### config.mk
export PLATFORM = sky130hd
export DESIGN_NAME = oled_init_sequencer
export DESIGN_NICKNAME = d
export VERILOG_FILES = /design/src/rtl/oled_init_sequencer.sv
export SDC_FILE = /design/constraint.sdc
export NUM_CORES = 1
export LEC_CHECK = 0
export ABC_AREA = 1
export BUFFER_PORTS_ARGS = -buffer_cell sky130_fd_sc_hd__clkbuf_2
export CAP_MARGIN = 20
export CORE_UTILIZATION = 30
export CTS_BUF_LIST = sky130_fd_sc_hd__clkbuf_4
export CTS_CLUSTER_DIAMETER = 50
export CTS_CLUSTER_SIZE = 10
export DETAILED_ROUTE_END_ITERATION = 16
export GPL_ROUTABILITY_DRIVEN = 0
export HOLD_SLACK_MARGIN = 0.03
export PLACE_DENSITY = 0.46
export SLEW_MARGIN = 20
export SYNTH_ARGS = -nofsm -noshare
export SYNTH_HDL_FRONTEND = slang
export SYNTH_SLANG_ARGS = --single-unit
### constraint.sdc
create_clock -name sclk -period 2.3 [get_ports sclk]
set_input_delay 0.23 -clock sclk [delete_from_list [all_inputs] [get_ports sclk]]
set_output_delay 0.23 -clock sclk [all_outputs]
set_load 0.05 [all_outputs]
### src/rtl/oled_init_sequencer.sv
// rtl/oled_init_sequencer.sv - OLED panel power-up command sequencer feeding a byte SPI transmitter
// Optional display-clear stage before display-on is enabled by defining OLED_INIT_CLEAR_EN.
module oled_init_sequencer #(
    parameter int unsigned CLOCK_FREQUENCY_HZ = 200000000,
    parameter int unsigned DEBUG              = 0
) (
    input  logic       sclk,
    input  logic       rst,
    input  logic       power_done,
    input  logic       tx_ready,
    input  logic       tx_idle,
    output logic [7:0] tx_data,
    output logic       tx_valid,
    output logic       dc_c,
    output logic       vss_en,
    output logic       busy,
    output logic       init_done
);

    localparam logic [31:0] TICK_DIV    = (CLOCK_FREQUENCY_HZ < 1000000) ? 32'd1
                                          : 32'(CLOCK_FREQUENCY_HZ / 1000000);
    localparam logic [31:0] VCC_WAIT_US = (DEBUG != 0) ? 32'd10 : 32'd100000;
    localparam logic [5:0]  INIT_LAST   = 6'd38;
    localparam logic [7:0]  DISPLAY_ON  = 8'hAF;

    typedef enum logic [3:0] {
        IDLE,
        SEND_INIT,
        DRAIN_INIT,
        VCC_ON,
        WAIT_VCC,
        CLEAR,
        SEND_ON,
        DRAIN_ON,
        DONE
    } state_t;

    state_t      state;
    logic [5:0]  idx;
    logic [31:0] timer;
    logic [31:0] tick_cnt;
    logic        pd_q;
    logic        start;
    logic        us_tick;

    assign start   = power_done & ~pd_q;
    assign us_tick = (tick_cnt == TICK_DIV - 32'd1);

    function automatic logic [7:0] init_byte(input logic [5:0] i);
        case (i)
            6'd0:  init_byte = 8'hFD;  6'd1:  init_byte = 8'h12;  6'd2:  init_byte = 8'hAE;
            6'd3:  init_byte = 8'hA0;  6'd4:  init_byte = 8'h72;  6'd5:  init_byte = 8'hA1;
            6'd6:  init_byte = 8'h00;  6'd7:  init_byte = 8'hA2;  6'd8:  init_byte = 8'h00;
            6'd9:  init_byte = 8'hA4;  6'd10: init_byte = 8'hA8;  6'd11: init_byte = 8'h3F;
            6'd12: init_byte = 8'hAD;  6'd13: init_byte = 8'h8E;  6'd14: init_byte = 8'hB0;
            6'd15: init_byte = 8'h0B;  6'd16: init_byte = 8'hB1;  6'd17: init_byte = 8'h31;
            6'd18: init_byte = 8'hB3;  6'd19: init_byte = 8'hF0;  6'd20: init_byte = 8'h8A;
            6'd21: init_byte = 8'h64;  6'd22: init_byte = 8'h8B;  6'd23: init_byte = 8'h78;
            6'd24: init_byte = 8'h8C;  6'd25: init_byte = 8'h64;  6'd26: init_byte = 8'hBB;
            6'd27: init_byte = 8'h3A;  6'd28: init_byte = 8'hBE;  6'd29: init_byte = 8'h3E;
            6'd30: init_byte = 8'h87;  6'd31: init_byte = 8'h06;  6'd32: init_byte = 8'h81;
            6'd33: init_byte = 8'h91;  6'd34: init_byte = 8'h82;  6'd35: init_byte = 8'h50;
            6'd36: init_byte = 8'h83;  6'd37: init_byte = 8'h7D;  6'd38: init_byte = 8'h2E;
            default: init_byte = 8'h00;
        endcase
    endfunction

`ifdef OLED_INIT_CLEAR_EN
    localparam logic [5:0] CLEAR_LAST = 6'd4;
    logic clr_drain;

    // Clear-window command over the full 96x64 panel.
    function automatic logic [7:0] clear_byte(input logic [5:0] i);
        case (i)
            6'd0:    clear_byte = 8'h25;
            6'd1:    clear_byte = 8'h00;
            6'd2:    clear_byte = 8'h00;
            6'd3:    clear_byte = 8'h5F;
            6'd4:    clear_byte = 8'h3F;
            default: clear_byte = 8'h00;
        endcase
    endfunction
`endif

    // Microsecond prescaler restarts on VCC_ON so the rail settle time is whole ticks.
    always_ff @(posedge sclk) begin
        if (rst || state == VCC_ON) begin
            tick_cnt <= 32'd0;
        end else if (us_tick) begin
            tick_cnt <= 32'd0;
        end else begin
            tick_cnt <= tick_cnt + 32'd1;
        end
    end

    always_ff @(posedge sclk) begin
        if (rst) begin
            state     <= IDLE;
            idx       <= 6'd0;
            timer     <= 32'd0;
            pd_q      <= 1'b0;
            tx_valid  <= 1'b0;
            tx_data   <= 8'h00;
            dc_c      <= 1'b0;
            vss_en    <= 1'b0;
            busy      <= 1'b0;
            init_done <= 1'b0;
`ifdef OLED_INIT_CLEAR_EN
            clr_drain <= 1'b0;
`endif
        end else begin
            pd_q <= power_done;
            dc_c <= 1'b0;
            case (state)
                IDLE, DONE: begin
                    if (start) begin
                        state     <= SEND_INIT;
                        idx       <= 6'd0;
                        tx_valid  <= 1'b1;
                        tx_data   <= init_byte(6'd0);
                        busy      <= 1'b1;
                        init_done <= 1'b0;
                        vss_en    <= 1'b0;
                    end
                end
                SEND_INIT: begin
                    if (tx_valid && tx_ready) begin
                        if (idx == INIT_LAST) begin
                            tx_valid <= 1'b0;
                            state    <= DRAIN_INIT;
                        end else begin
                            idx     <= idx + 6'd1;
                            tx_data <= init_byte(idx + 6'd1);
                        end
                    end
                end
                DRAIN_INIT: begin
                    if (tx_idle) begin
                        state <= VCC_ON;
                    end
                end
                VCC_ON: begin
                    vss_en <= 1'b1;
                    timer  <= VCC_WAIT_US;
                    state  <= WAIT_VCC;
                end
                WAIT_VCC: begin
                    if (us_tick) begin
                        if (timer <= 32'd1) begin
                            timer    <= 32'd0;
                            tx_valid <= 1'b1;
`ifdef OLED_INIT_CLEAR_EN
                            state     <= CLEAR;
                            idx       <= 6'd0;
                            clr_drain <= 1'b0;
                            tx_data   <= clear_byte(6'd0);
`else
                            state   <= SEND_ON;
                            tx_data <= DISPLAY_ON;
`endif
                        end else begin
                            timer <= timer - 32'd1;
                        end
                    end
                end
`ifdef OLED_INIT_CLEAR_EN
                CLEAR: begin
                    if (!clr_drain) begin
                        if (tx_valid && tx_ready) begin
                            if (idx == CLEAR_LAST) begin
                                tx_valid  <= 1'b0;
                                clr_drain <= 1'b1;
                            end else begin
                                idx     <= idx + 6'd1;
                                tx_data <= clear_byte(idx + 6'd1);
                            end
                        end
                    end else if (tx_idle) begin
                        clr_drain <= 1'b0;
                        state     <= SEND_ON;
                        tx_valid  <= 1'b1;
                        tx_data   <= DISPLAY_ON;
                    end
                end
`endif
                SEND_ON: begin
                    if (tx_valid && tx_ready) begin
                        tx_valid <= 1'b0;
                        state    <= DRAIN_ON;
                    end
                end
                DRAIN_ON: begin
                    if (tx_idle) begin
                        state     <= DONE;
                        init_done <= 1'b1;
                        busy      <= 1'b0;
                    end
                end
                default: begin
                    state    <= IDLE;
                    tx_valid <= 1'b0;
                    busy     <= 1'b0;
                end
            endcase
        end
    end

endmodule

After elaboration in Yosys (flattened, before gate mapping)
Memories as Yosys holds them, arrays and structs flattened. Cells that the tools add are included.

Memories: 1. Register bits after elaboration: 87. ROM bits: 512. Word-level logic and storage cells: 92. Output and inout port bits: 13.

Memories: (no name shown) (depth 64, width 8, rd ports 1, clocked after memory_dff 0, wr ports 0, RTL line 50) `case (i)`.

Add/sub/neg operators: 3. Bitwise operators: 4. Reduce and logical (&&, ||, !) cells: 20. Eq/ne operators: 18. Muxes and demuxes: 35. $lt $le $gt $ge: 1.

Operators by type and width (count): two-way mux 32 bit (2); one-hot mux 32 bit (2 select lines) (1); two-way mux 8 bit (5); adder 32 x 1 -> 32 bit (second input constant) (1); == test 32 x 8 -> 1 bit (second input constant) (1); less-or-equal comparator 32 x 1 -> 1 bit (second input constant) (1); two-way mux 4 bit (8); subtractor 32 x 1 -> 32 bit (second input constant) (1); one-hot mux 4 bit (7 select lines) (1); one-hot mux 8 bit (3 select lines) (1); two-way mux 6 bit (3); != test 2 bit (second input constant) (9); == test 4 x 3 -> 1 bit (second input constant) (3); one-hot mux 6 bit (2 select lines) (1); two-way mux 1 bit (9); == test 4 x 2 -> 1 bit (second input constant) (2); AND reduction 8 bit (1); nonzero test 2 bit (4); AND reduction 7 bit (1); adder 6 x 1 -> 6 bit (second input constant) (1); == test 6 bit (second input constant) (1); AND reduction 3 bit (2); AND reduction 6 bit (1); one-hot mux 1 bit (5 select lines) (1); 15 further kinds (20).

Logic depth before layout (Yosys ltp)
An unclocked memory read counts as a cell.

Word-level depth: 5. Depth in mapped cells: 14. Depth with buffers taken out: 14.

Worst setup path after synthesis
Ideal clock, no wire load.

Path kind: reg2reg. Start point: reg idx[1]. End point: reg tx_data[4]. Period minus slack after synthesis: 1859 ps. Cell stages (with the launch flop): 14. Buffers on the path: 1. Arrival time: 1747 ps. Slack: 441 ps. Cell sequence: dfxtp_1 -> ha_1 -> inv_1 -> nand2_1 -> nand2_2 -> buf_6 -> ha_1 -> nand2_1 -> nand3_1 -> nand2_1 -> nor2_1 -> nor2_1 -> nor2_1 -> nor2_1.

Longest elaborated chain between the ends: 5.

RTL lines: start: declaration (RTL line 39) `logic [5:0] idx;`; start signal: assignment (RTL line 132) `idx <= idx + 6'd1;`; adder 6 x 1 -> 6 bit (RTL line 133) `tx_data <= init_byte(idx + 6'd1);`; memory read (64 x 8 bit); two-way mux 8 bit (RTL line 128) `if (idx == INIT_LAST) begin`; two-way mux 8 bit (RTL line 127) `if (tx_valid && tx_ready) begin`; one-hot mux 8 bit (3 select lines) (RTL line 114) `case (state)`; end signal: assignment (RTL line 120) `tx_data <= init_byte(6'd0);`; end signal: assignment (RTL line 133); end: declaration (RTL line 12) `output logic [7:0] tx_data,`.

Parallel ways exist; a longest one is shown, timed or not. The select of a mux whose other input is x is not followed. A chain may end at the register's enable or synchronous reset.

Final worst setup path
Start point: reg tick_cnt[0]. End point: reg timer[23].

Longest elaborated chain between the ends: 3.

RTL lines: start: declaration (RTL line 41) `logic [31:0] tick_cnt;`; start signal: assignment (RTL line 92) `tick_cnt <= tick_cnt + 32'd1;`; == test 32 x 8 -> 1 bit (RTL line 47) `assign us_tick = (tick_cnt == TICK_DIV - 32'd1);`; != test 2 bit (no source line); AND reduction 2 bit (no source line); end signal: assignment (RTL line 162) `timer <= timer - 32'd1;`; end: declaration (RTL line 40) `logic [31:0] timer;`.

No other way between the ends.

==> results.py <==
metrics = {
    "timing": {
        "setup_viol": 0,
        "period_share_pct": 89.72,
        "slew_violations": 0,
        "hold_violations": 0,
        "rsz0062_at_grt": "no",
        "period_needed_ns": 2.064,
        "fmax_mhz": 484.6,
        "worst_pin_slew_ns": 0.5090,
        "setup_tns_ns": 0,
        "slew_headroom_pct": 66.03,
        "fin_hold_ws_ns": 0.1601,
        "fin_skew_ns": 0.03127,
    },
    "worst_hold_path": {
        "hold_path.startpoint": "rst",
        "worstHoldPathCells": 4,
        "hold_path.class": "input port to flip-flop",
    },
    "critical_path": {
        "regToRegStartpoint": "tick_cnt[0]$_SDFF_PP0_",
        "crit_path_start_kind": "flip-flop",
        "critPathRequiredTime_ns": 2.72,
        "setup.worst_path.start": "tick_cnt[0]$_SDFF_PP0_",
        "end_kind": "flip-flop",
        "crit_arrival_ns": 2.49,
        "r2r_cells": 11,
        "crit_fanout": 18,
        "critPathKind": "flip-flop to flip-flop",
    },
    "clocking": {
        "cts.sinks": 87,
        "clock_latency_ns": 0.49,
        "cts_buffer_depth": 2,
        "cts_buffers": 9,
        "cts_tree": "done",
        "htree_levels": 3,
        "path_clk_slew_ns": 0.15,
        "cts_root_buffer": "clkbuf_4",
    },
    "routing": {
        "wl_per_cell_um": 12.44,
        "num_vias": 5504,
        "antenna_left": 0,
        "drt_iter0_markers": 309,
        "drt-total-wl_mm": 14.83,
        "drc": 0,
        "via_per_inst": 4.617,
        "dr.pass1.iters": 9,
    },
    "floorplan": {
        "die_area_sq_um": 19320,
        "rows": 49,
        "dieHeight_um": 139.0,
        "die_w_um": 139.0,
        "initial_utilization_pct": 31.03,
        "core-area_sq_um": 18150,
        "io_pins": 18,
    },
    "synthesis": {
        "yosysSeqAreaShare_pct": 30.93,
        "synth_compound_area_share_pct": 8.778,
        "yosys_warnings": 0,
        "muxShareOfSynthArea_pct": 0,
        "synth_seq_cells": 87,
        "synthAdderAreaFrac_pct": 2.889,
        "ys_types": 36,
        "synth_top_family_by_area": "simple AND/OR/NAND/NOR gates",
        "syn_area_sq_um": 5630,
        "yosys.area_share.simple_pct": 43.51,
        "avgSynthCellArea_sq_um": 6.028,
        "syn_inst": 934,
        "synth-xor-area-share_pct": 4.667,
        "syn_nets": 952,
    },
    "layout": {
        "nFillCells": 2062,
        "drive_above_1_share_pct": 7.900,
        "area_growth_pct": 9.422,
        "nNetsFinal": 975,
    },
    "global_route": {
        "antenna_found_initial": 1,
        "grt_max_degree": 22,
        "grt_remaining_overflow": 0,
        "grt_pass1_wl_mm": 25.52,
        "grt_pass1_vias": 5331,
        "track_usage_pct": 16.26,
    },
    "run_status": {
        "status": "completed",
    },
    "pwr": {
        "pwr-share-clk_pct": 16.3,
        "leakage_nw": 3.025,
        "p_seq_share_pct": 30.9,
        "power.density_nw_per_um2": 959.7,
        "power.switching_w": 0.002916,
        "pwr-share-comb_pct": 52.8,
        "peakVddDrop_uv": 246.4,
        "intPower_w": 0.002996,
        "sw_frac_of_total_pct": 49.32,
    },
    "placed_design": {
        "dp_hpwl_mm": 11.36,
        "io_buffers": 16,
    },
    "flow_run": {
        "maxCapViolCount": 0,
    },
}
## cells in the final DEF, fill, tap and decap left out, types with 2 or more instances in the layout
cell type      count
a21oi_1           42
o21ai_1            3
xor2_1            16
nor3_1            14
dfxtp_1           85
nor2_2            12
nor2_1           186
dfxtp_2            2
nand4_1           16
inv_1            100
inv_2              7
xnor2_1           14
o21ai_0           31
nand3b_1           6
nand2_1          273
buf_4             12
dlygate4sd3_1      2
nand2_2            5
nand3_1           67
o21bai_1           4
a211oi_1           6
nor2_4             2
clkbuf_4          11
clkbuf_2          16
o21a_1             2
ha_1              13
## final timing paths
check	slack [ns]	end
worst max register to register	0.24	timer[23]$_SDFFE_PP0P_
worst min register to register	0.47	tick_cnt[0]$_SDFF_PP0_
worst max-delay path	0.24	timer[23]$_SDFFE_PP0P_
worst min-delay path	0.16	state[1]$_SDFFE_PP0P_
## stage by stage
| step | power (W) | setup WS [ns] | instance area (sq um) | std cells | util [%] |
|---|---|---|---|---|---|
| after floorplan | 0.004311 | 0.4408 | 5630 | 934 | - |
| after global placement | 0.005038 | 0.1561 | 5977 | 1173 | 32.94 |
| after detailed placement | 0.004982 | 0.1145 | 5977 | 1173 | 32.94 |
| after CTS | 0.005999 | 0.08381 | 6146 | 1191 | 33.87 |
| after global routing | 0.006510 | 0.02076 | 6161 | 1192 | 33.95 |
| final | 0.005912 | 0.2364 | 6161 | 1192 | 33.95 |
## layout make-up
cell class,count,area (sq um),share of cell area (%)
Timing Repair Buffer,30,190.2,3.087
Inverter,108,405.4,6.580
Clock inverter,5,66.31,1.076
Tap cell,229,286.5,4.651
Clock buffer,11,82.58,1.340
Multi-Input combinational cell,721,3383,54.91
Antenna cell,1,2.502,0.04062
Sequential cell,87,1744,28.31
## power groups by stage
stage               logic [W]  registers [W]  clock network, W
CTS                   0.00314        0.00182           0.00103
finish                0.00312        0.00183          0.000965
floorplan             0.00228        0.00203                 0
detailed placement    0.00312        0.00186                 0
global route          0.00357        0.00186           0.00108
global placement      0.00318        0.00186                 0
## logic make-up (layout without fill, tap and decap cells)
kind of cell / count (synthesis) / count (layout)
DFF: 87 / 87
xor gates and xnor gates: 30 / 30
other: 1 / 2
AOI/OAI and AO/OA: 90 / 90
adders and majority gates: 13 / 13
and+or+nand+nor: 587 / 587
buffers and inverters: 126 / 154
## Yosys cell counts (all sizes together)
cell	count	area share, %
ha	13	2.9
clkinv	1	0.067
nand4	16	1.8
conb	1	0.067
nor4	1	0.11
inv	107	7.1
nor2	200	14
buf	15	1.7
o21ai	35	3.3
nand2	279	19
xnor2	14	2.2
a21o	1	0.13
clkbuf	3	0.22
nand3	68	6.3
o21bai	4	0.53
nor3	15	1.4
and3	1	0.11
or2	1	0.11
dfxtp	87	31
o21a	2	0.27
xor2	16	2.5
nand3b	6	0.80
a211oi	6	0.80
a21oi	42	3.7
## metal layers
layer	up-vias	track usage, %	part of all wire (%)
li1	2979	-	-
met1	2432	20.14	48
met2	74	27.96	47
met3	19	3.591	3.4
met4	0	5.088	1.5
met5	-	0	0
## sequential cells by signal, summed over array words and instances, names as in the netlist
name and flops:
busy 1, idx 6, init_done 1, pd_q 1
state 4, tick_cnt 32, timer 32, tx_data 8
tx_valid 1, vss_en 1
## worst max-delay path: stages, from the launching register on
cell	delay, ns
dfxtp_1	0.39
ha_1	0.25
inv_2	0.06
nor2_1	0.08
nand2_1	0.05
nor2_1	0.08
nand2_1	0.09
o21ai_1	0.29
nand2_4	0.22
nor2_2	0.23
nand3_1	0.12
a21oi_1	0.14
## repair_timing
item	in CTS	in global routing
setup endpoints to repair	0	21
setup buffers	0	0
gates resized for setup	0	5
endpoints found under the hold margin	3	0
hold buffers	2	0
Power figures use the tool's default switching activity.
